<file path="src/rtl/ps2_host_tx_pkg.sv">
// Shared PS/2 definitions: FSM state type, cycle-count helpers, frame builder
// and the command bytes used by both the host transmitter and rk_kbd.
package ps2_host_tx_pkg;

  typedef enum logic [2:0] {
    ST_IDLE,
    ST_INHIBIT,
    ST_REQ,
    ST_BITS,
    ST_ACK,
    ST_WAIT_IDLE
  } ps2_tx_state_t;

  localparam logic [7:0] PS2_CMD_SET_LED = 8'hED;
  localparam logic [7:0] PS2_CMD_ENABLE  = 8'hF4;
  localparam logic [7:0] PS2_CMD_RESET   = 8'hFF;

  function automatic int unsigned us_to_cycles(input int unsigned clk_hz,
                                               input int unsigned us);
    longint unsigned prod;
    prod = longint'(clk_hz) * longint'(us) / 64'd1_000_000;
    return int'(prod);
  endfunction

  function automatic int unsigned ms_to_cycles(input int unsigned clk_hz,
                                               input int unsigned ms);
    longint unsigned prod;
    prod = longint'(clk_hz) * longint'(ms) / 64'd1_000;
    return int'(prod);
  endfunction

  // Frame shifted out LSB first after the start bit: {stop, odd parity, d7..d0}.
  function automatic logic [9:0] build_frame(input logic [7:0] data);
    return {1'b1, ~^data, data};
  endfunction

endpackage

</file>
<file path="src/rtl/ps2_line_filter.sv">
// PS/2 clock line conditioning: 2-FF synchronizer, FILTER-sample debounce
// and a one-cycle strobe on each accepted high-to-low transition.
module ps2_line_filter #(
  parameter int unsigned FILTER = 8
) (
  input  logic clk,
  input  logic reset_n,
  input  logic pin_i,
  output logic sync_o,
  output logic level_o,
  output logic fall_o
);

  localparam int unsigned CW = $clog2(FILTER + 1);

  logic          sync_q1;
  logic [CW-1:0] run_cnt;

  always_ff @(posedge clk or negedge reset_n) begin
    if (!reset_n) begin
      sync_q1 <= 1'b1;
      sync_o  <= 1'b1;
      level_o <= 1'b1;
      fall_o  <= 1'b0;
      run_cnt <= '0;
    end else begin
      sync_q1 <= pin_i;
      sync_o  <= sync_q1;
      fall_o  <= 1'b0;
      // Count consecutive samples that disagree with the accepted level.
      if (sync_o != level_o) begin
        if (run_cnt == CW'(FILTER - 1)) begin
          level_o <= sync_o;
          fall_o  <= level_o & ~sync_o;
          run_cnt <= '0;
        end else begin
          run_cnt <= run_cnt + 1'b1;
        end
      end else begin
        run_cnt <= '0;
      end
    end
  end

endmodule

</file>
<file path="src/rtl/ps2_host_tx.sv">
// PS/2 host-to-device command transmitter: request-to-send, 10-bit frame,
// device ACK check and a whole-transaction timeout, open-collector drive.
module ps2_host_tx
  import ps2_host_tx_pkg::*;
#(
  parameter int unsigned CLK_HZ     = 50_000_000,
  parameter int unsigned INHIBIT_US = 100,
  parameter int unsigned TIMEOUT_MS = 15,
  parameter int unsigned FILTER     = 8
) (
  input  logic       clk,
  input  logic       reset_n,
  input  logic [7:0] tx_data,
  input  logic       tx_valid,
  output logic       tx_ready,
  input  logic       ps2_clk_i,
  input  logic       ps2_dat_i,
  output logic       ps2_clk_oe,
  output logic       ps2_dat_oe,
  output logic       rx_inhibit,
  output logic       done,
  output logic       err_nack,
  output logic       err_timeout
);

  localparam int unsigned INHIBIT_CYC = us_to_cycles(CLK_HZ, INHIBIT_US);
  localparam int unsigned TIMEOUT_CYC = ms_to_cycles(CLK_HZ, TIMEOUT_MS);
  localparam int unsigned IW          = $clog2(INHIBIT_CYC + 1);
  localparam int unsigned TW          = $clog2(TIMEOUT_CYC + 1);

  logic clk_sync;
  logic clk_level;
  logic clk_fall;

  ps2_line_filter #(
    .FILTER(FILTER)
  ) u_clk_filter (
    .clk     (clk),
    .reset_n (reset_n),
    .pin_i   (ps2_clk_i),
    .sync_o  (clk_sync),
    .level_o (clk_level),
    .fall_o  (clk_fall)
  );

  logic [1:0] dat_sync_q;
  logic       dat_sync;

  always_ff @(posedge clk or negedge reset_n) begin
    if (!reset_n) begin
      dat_sync_q <= '1;
    end else begin
      dat_sync_q <= {dat_sync_q[0], ps2_dat_i};
    end
  end

  assign dat_sync = dat_sync_q[1];

  ps2_tx_state_t state;
  logic [9:0]    shreg;
  logic [3:0]    bit_cnt;
  logic [IW-1:0] inh_cnt;
  logic [TW-1:0] to_cnt;
  logic          to_expired;

  assign to_expired = (state != ST_IDLE) && (to_cnt == TW'(TIMEOUT_CYC - 1));

  always_ff @(posedge clk or negedge reset_n) begin
    if (!reset_n) begin
      state       <= ST_IDLE;
      shreg       <= '1;
      bit_cnt     <= '0;
      inh_cnt     <= '0;
      to_cnt      <= '0;
      tx_ready    <= 1'b1;
      rx_inhibit  <= 1'b0;
      ps2_clk_oe  <= 1'b0;
      ps2_dat_oe  <= 1'b0;
      done        <= 1'b0;
      err_nack    <= 1'b0;
      err_timeout <= 1'b0;
    end else begin
      done        <= 1'b0;
      err_nack    <= 1'b0;
      err_timeout <= 1'b0;

      if (to_expired) begin
        // Timeout overrides whatever the current state would have done,
        // including a done/err_nack that would otherwise fire this cycle.
        err_timeout <= 1'b1;
        ps2_clk_oe  <= 1'b0;
        ps2_dat_oe  <= 1'b0;
        to_cnt      <= '0;
        if (state == ST_WAIT_IDLE) begin
          state      <= ST_IDLE;
          tx_ready   <= 1'b1;
          rx_inhibit <= 1'b0;
        end else begin
          state <= ST_WAIT_IDLE;
        end
      end else begin
        if (state != ST_IDLE) begin
          to_cnt <= to_cnt + 1'b1;
        end

        unique case (state)
          ST_IDLE: begin
            if (tx_valid && tx_ready) begin
              shreg      <= build_frame(tx_data);
              bit_cnt    <= '0;
              inh_cnt    <= '0;
              to_cnt     <= '0;
              ps2_clk_oe <= 1'b1;
              ps2_dat_oe <= 1'b0;
              tx_ready   <= 1'b0;
              rx_inhibit <= 1'b1;
              state      <= ST_INHIBIT;
            end
          end

          ST_INHIBIT: begin
            if (inh_cnt == IW'(INHIBIT_CYC - 1)) begin
              ps2_clk_oe <= 1'b0;
              ps2_dat_oe <= 1'b1;
              state      <= ST_REQ;
            end else begin
              inh_cnt <= inh_cnt + 1'b1;
            end
          end

          ST_REQ: begin
            bit_cnt <= '0;
            state   <= ST_BITS;
          end

          ST_BITS: begin
            if (clk_fall) begin
              ps2_dat_oe <= ~shreg[0];
              shreg      <= {1'b1, shreg[9:1]};
              bit_cnt    <= bit_cnt + 1'b1;
              if (bit_cnt == 4'd9) begin
                state <= ST_ACK;
              end
            end
          end

          ST_ACK: begin
            if (clk_fall) begin
              if (!dat_sync) begin
                done <= 1'b1;
              end else begin
                err_nack <= 1'b1;
              end
              ps2_clk_oe <= 1'b0;
              ps2_dat_oe <= 1'b0;
              state      <= ST_WAIT_IDLE;
            end
          end

          ST_WAIT_IDLE: begin
            ps2_clk_oe <= 1'b0;
            ps2_dat_oe <= 1'b0;
            if (clk_sync && dat_sync) begin
              state      <= ST_IDLE;
              tx_ready   <= 1'b1;
              rx_inhibit <= 1'b0;
            end
          end

          default: begin
            ps2_clk_oe <= 1'b0;
            ps2_dat_oe <= 1'b0;
            state      <= ST_WAIT_IDLE;
          end
        endcase
      end
    end
  end

  logic unused_level;
  assign unused_level = clk_level;

endmodule

</file>
<file path="config.mk">
export PLATFORM = sky130hd
export DESIGN_NAME = ps2_host_tx
export DESIGN_NICKNAME = d
export VERILOG_FILES = /design/src/rtl/ps2_host_tx_pkg.sv /design/src/rtl/ps2_line_filter.sv /design/src/rtl/ps2_host_tx.sv
export SDC_FILE = /design/constraint.sdc
export NUM_CORES = 1
export LEC_CHECK = 0
export CAP_MARGIN = 5
export CELL_PAD_IN_SITES_DETAIL_PLACEMENT = 1
export CELL_PAD_IN_SITES_GLOBAL_PLACEMENT = 1
export CORE_UTILIZATION = 30
export CTS_CLUSTER_SIZE = 16
export DETAILED_ROUTE_END_ITERATION = 10
export PLACE_DENSITY = 0.61
export SLEW_MARGIN = 40
export SYNTH_ARGS = -nofsm -noshare
export SYNTH_HDL_FRONTEND = slang
export SYNTH_HIERARCHICAL = 1
export SYNTH_SLANG_ARGS = --single-unit
export TNS_END_PERCENT = 50
</file>
<file path="constraint.sdc">
create_clock -name clk -period 3.2 [get_ports clk]
set_clock_uncertainty 0.1 [all_clocks]
set_input_delay 0.64 -clock clk [delete_from_list [all_inputs] [get_ports clk]]
set_output_delay 0.64 -clock clk [all_outputs]
set_load 0.1 [all_outputs]
</file>
Word level (Yosys, flattened, before mapping)
Index checks and enable logic that the tools add are counted.
{"block": "totals", "register_bits": 67, "in_bits": 13, "out_inout_bits": 7, "wordCells": 120}
{"block": "classes", "add_sub_neg": 4, "eq_ne": 22, "mux": 53, "n_bitwise": 4, "reduce_logical": 19}
{"cell": "$mux 20", "n": 4}
{"cell": "$mux 13", "n": 2}
{"cell": "$pmux 13 s2", "n": 1}
{"cell": "$mux 1", "n": 25}
{"cell": "$mux 3", "n": 8}
{"cell": "$add 20x1->20 const B", "n": 1}
{"cell": "$eq 20x20->1 const B", "n": 1}
{"cell": "$mux 10", "n": 2}
{"cell": "$pmux 10 s2", "n": 1}
{"cell": "$reduce_and 4->1", "n": 5}
{"cell": "$pmux 3 s6", "n": 1}
{"cell": "$mux 4", "n": 4}
{"cell": "$add 13x1->13 const B", "n": 1}
{"cell": "$eq 13x13->1 const B", "n": 1}
{"cell": "$pmux 4 s3", "n": 1}
{"cell": "$ne 3x2->1 const B", "n": 3}
{"cell": "$ne 3x3->1 const B", "n": 3}
{"cell": "$add 4x1->4 const B", "n": 2}
{"cell": "$reduce_xnor 8->1", "n": 1}
{"cell": "$eq 3x2->1 const B", "n": 2}
{"cell": "$eq 3x3->1 const B", "n": 2}
{"cell": "$ne 2x1->1 const B", "n": 3}
{"cell": "$ne 2x2->1 const B", "n": 3}
{"cell": "$reduce_and 6->1", "n": 1}
{"cell": "16 further kinds", "n": 24}

Logic depth before layout (Yosys ltp)
{"block": "logic_depth", "word_depth": 5, "ltp_mapped": 8}

By module
The synthesis kept the hierarchy.
{"module": "ps2_host_tx", "n_inst": 1, "cells_each": 321, "area_each_um2": 3080.5}
{"module": "ps2_line_filter", "n_inst": 1, "cells_each": 23, "area_each_um2": 332.8}

Worst setup path before layout
No wires, ideal clock.
{"block": "synth_path", "path_type": "register -> register", "startpoint": "reg tx_ready", "endpoint": "reg inh_cnt[9]", "setup_time_ns": 0.078, "arrival_time_ns": 2.096, "required_ns": 3.022, "slack_ns": 0.926, "stages_incl_launch_ff": 7, "n_path_buf": 1, "path_cell_list": "dfstp_2 -> nand2_1 -> nor2_8 -> nor2_2 -> buf_6 -> or4_1 -> a21oi_1"}
{"block": "synth_via", "elab_chain_cells": 3}
{"item": "start: declaration", "line": "ps2_host_tx.sv:15", "text": "output logic tx_ready,"}
{"item": "start signal: assignment", "line": "ps2_host_tx.sv:75", "text": "tx_ready <= 1'b1;"}
{"item": "start signal: assignment", "line": "ps2_host_tx.sv:96", "text": "tx_ready <= 1'b1;"}
{"item": "start signal: assignment", "line": "ps2_host_tx.sv:115", "text": "tx_ready <= 1'b0;"}
{"item": "$logic_and 1x1->1", "line": "ps2_host_tx.sv:108", "text": "if (tx_valid && tx_ready) begin"}
{"item": "$ne 2x2->1 (no source line)"}
{"item": "$reduce_and 4->1 (no source line)"}
{"item": "end signal: assignment", "line": "ps2_host_tx.sv:127", "text": "inh_cnt <= inh_cnt + 1'b1;"}
{"item": "end: declaration", "line": "ps2_host_tx.sv:62", "text": "logic [IW-1:0] inh_cnt;"}
Every way passes these cells.
A chain may end at the register's enable or synchronous reset.

Worst setup path after layout
{"block": "layout_path", "startpoint": "reg state[0]", "endpoint": "reg inh_cnt[4]"}
{"block": "layout_via", "elab_chain_cells": 4, "elab_cells_between_ends": 10, "cone_classes": "eq/ne (3); mux (1); bitwise (1); reduce/logical (5)"}
{"item": "start: declaration", "line": "ps2_host_tx.sv:59", "text": "ps2_tx_state_t state;"}
{"item": "start signal: assignment", "line": "ps2_host_tx.sv:70", "text": "state <= ST_IDLE;"}
{"item": "start signal: assignment", "line": "ps2_host_tx.sv:95", "text": "state <= ST_IDLE;"}
{"item": "start signal: assignment", "line": "ps2_host_tx.sv:99", "text": "state <= ST_WAIT_IDLE;"}
{"item": "parallel branches: the longest is 4 deep, another holds $reduce_and 4->1"}
Parallel ways; which one is timed is not known.

==> qor.txt <==
Synth cell types = 59
initial DRC count = 135
first-pass GRT wire length = 14800 um
number of synthesized flops with an enable pin = 0
largest net degree at the start of global routing = 27
Final setup viols = 0
Synth Net Count = 363
Core ar. = 11000 um2
FF-to-FF setup slack = 820 ps
final core utilization = 0.368
slew at the pin with the worst max-slew slack = 628 ps
# IOs = 20
RePlAce Congestion = 0.806
HP Class = input port to async pin
GRT Residual Overflow = 0
total CTS buffers = 9
Max-slew headroom = 0.582
CTS sink count = 66
row cnt = 38
Root Buffer = clkbuf_16
Setup crit end kind = flop
met2 wire length = 4100 um
PwrDens = 891 nW/um2
WL met1 = 4150 um
DR WL/cell = 16.7 um
asr flop ratio synth = 1.00
Seq/Total Area, Yosys = 0.489
initial antenna violation count = 0
Initial Utilization = 0.311
largest area contributor in the synthesized netlist = dfrtp_1
Crit path required time = 3370 ps
vias after detailed routing = 2784
Post-Layout Inst Area = 4040 um2
maximum VDD drop = 412 uV
RSZ-0062 raised after global routing = false
Die Wd = 109 um
routed wl met3 = 234 um
CP peak stage delay = 530 ps
Die Area = 11800 um2
Area Growth Syn to Fin = 18.4%
NumNets Final = 387
Critical Path AT = 2550 ps
worst skew pair latency = 340 ps
postcts setup bufs = 0
most frequent cells after synthesis = 51 x dfrtp_1, 29 x a21oi_1, 23 x nand2_1, 22 x o21ai_0, 21 x nor2_1
total routed wirelength = 8560 um
Worst path slowest cell = dfrtp_1
ant diodes = 0
Inst Count DP = 497
FF+latch count, synth = 66
GRT Resource Usage Total = 0.162
synthesized area = 3410 um2
count leader, synth = dfrtp_1
Crit Path Class = flop to flop
Achievable Freq = 0.420 GHz
largest fanout on the critical path = 13
Die Y-Extent = 109 um
fin crit share = 0.744
placed cell area = 3750 um2
CP top delay family = compound AO/OA/AOI/OAI gates
share of layout cells above drive strength 1 = 0.166
top cell type's share of synthesized area = 0.374
post-CTS sizing = 0
syn avg cell area = 9.92 um2
endpoints failing hold = 0
max cap viols = 0
Synth area leaders = dfrtp_1 37%, dfstp_2 12%, a21oi_1 4.3%, o21ai_0 3.2%, nand3_1 2.8%
Pleak = 1.64 nW
first drt pass iteration count = 4
Setup TNS = 0 ps
vias in the first global route = 2909
Max Slew Vio Count = 0
post-DP HPWL = 5890 um
fin cells = 513
H-tree lvl count = 3
yosys warns = 6
Post-route DRC = 0
Top FF cell, synth = dfrtp_1
crit path time final = 2380 ps
Max clock buf depth = 2
CP startpoint kind = flop
status = complete, no violations
post-route ant nets = 0
CTS tree = done
Port Buf Inserts = 19
Highest Signal Layer = met4
Post-CTS Hold Buffers = 0
Cells after Synth = 344
vias per cell = 5.43
worst path cell trace = o31ai_2 -> or2_1 -> o211ai_1 -> or3_1 -> a21oi_1
Clock transition at path regs = 60 ps
WP buf/inv = 0
[where the power goes]
group / leakage [nW] / internal (mW) / switching [mW]
Sequential: 0.831 / 1.17 / 0.358
Combinational: 0.675 / 0.420 / 0.671
Clock: 0.133 / 0.600 / 0.386
Total: 1.64 / 2.19 / 1.41
[metal layers]
metal  GRT usage  vias up
met3      0.0365        8
met4      0.0560        0
met2       0.255       36
met5           0        -
li1            -     1332
met1       0.219     1408
[final timing paths]
kind,startpoint,to,depth (start not counted)
min reg2reg,dat_sync_q[0]$_DFF_PN1_,dat_sync_q[1]$_DFF_PN1_,0
max in group asynchronous,reset_n,dat_sync_q[0]$_DFF_PN1_,2
max reg2reg,state[0]$_DFFE_PN0P_,inh_cnt[4]$_DFFE_PN0P_,5
min,reset_n,to_cnt[10]$_DFF_PN0_,1
max,state[0]$_DFFE_PN0P_,inh_cnt[4]$_DFFE_PN0P_,5
min in group clk,dat_sync_q[0]$_DFF_PN1_,dat_sync_q[1]$_DFF_PN1_,0
[cells in the final DEF, fill, tap and decap left out, types with 4 or more instances in the layout]
master,n
clkdlybuf4s50_1,11
o31ai_1,8
a21oi_1,29
dfstp_2,15
xnor2_1,10
or3_1,9
and4_1,4
or4_1,5
ha_1,6
clkinvlp_4,4
nor2_1,21
and3_1,10
nand3_1,19
inv_1,11
mux2i_1,4
o22ai_1,8
buf_4,16
nand4_1,10
nor4_1,4
nor3_1,6
dfrtp_1,51
o211ai_1,8
clkbuf_16,9
o21ai_0,22
nand2_1,23
[area by class of cell]
class | count | area (um2)
Clock buffer | 9 | 225
Clock inverter | 7 | 70.1
Fill cell | 1237 | 6940
Inverter | 11 | 41.3
Multi-Input combinational cell | 252 | 1620
Sequential cell | 66 | 1670
Tap cell | 140 | 175
Timing Repair Buffer | 28 | 235
[flip-flops by register name, summed over array words and instances, names as in the netlist, 2 cells and up, named ones only]
signal                cells
bit_cnt                   4
shreg                     9
to_cnt                   20
u_clk_filter/run_cnt      4
dat_sync_q                2
inh_cnt                  13
state                     2
[stage by stage]
step	power, mW	worst slack (ps)	hold WS, ps
floorplan	2.31	926	244
global placement	2.58	793	248
detailed placement	2.63	717	249
CTS	3.64	797	240
global route	3.85	611	261
finish	3.60	820	226
[cells by family (layout without fill, tap and decap cells)]
| family | count (synthesis) | in the layout | share of synthesized area |
|---|---|---|---|
| fa+ha+maj | 6 | 6 | 0.0220 |
| compound gates | 95 | 95 | 0.177 |
| buf+inv | 26 | 55 | 0.0348 |
| simple gates | 133 | 133 | 0.226 |
| flops | 66 | 66 | 0.489 |
| mux | 7 | 7 | 0.0227 |
| xor+xnor | 11 | 11 | 0.0282 |
(Power assumes the default switching activity.)
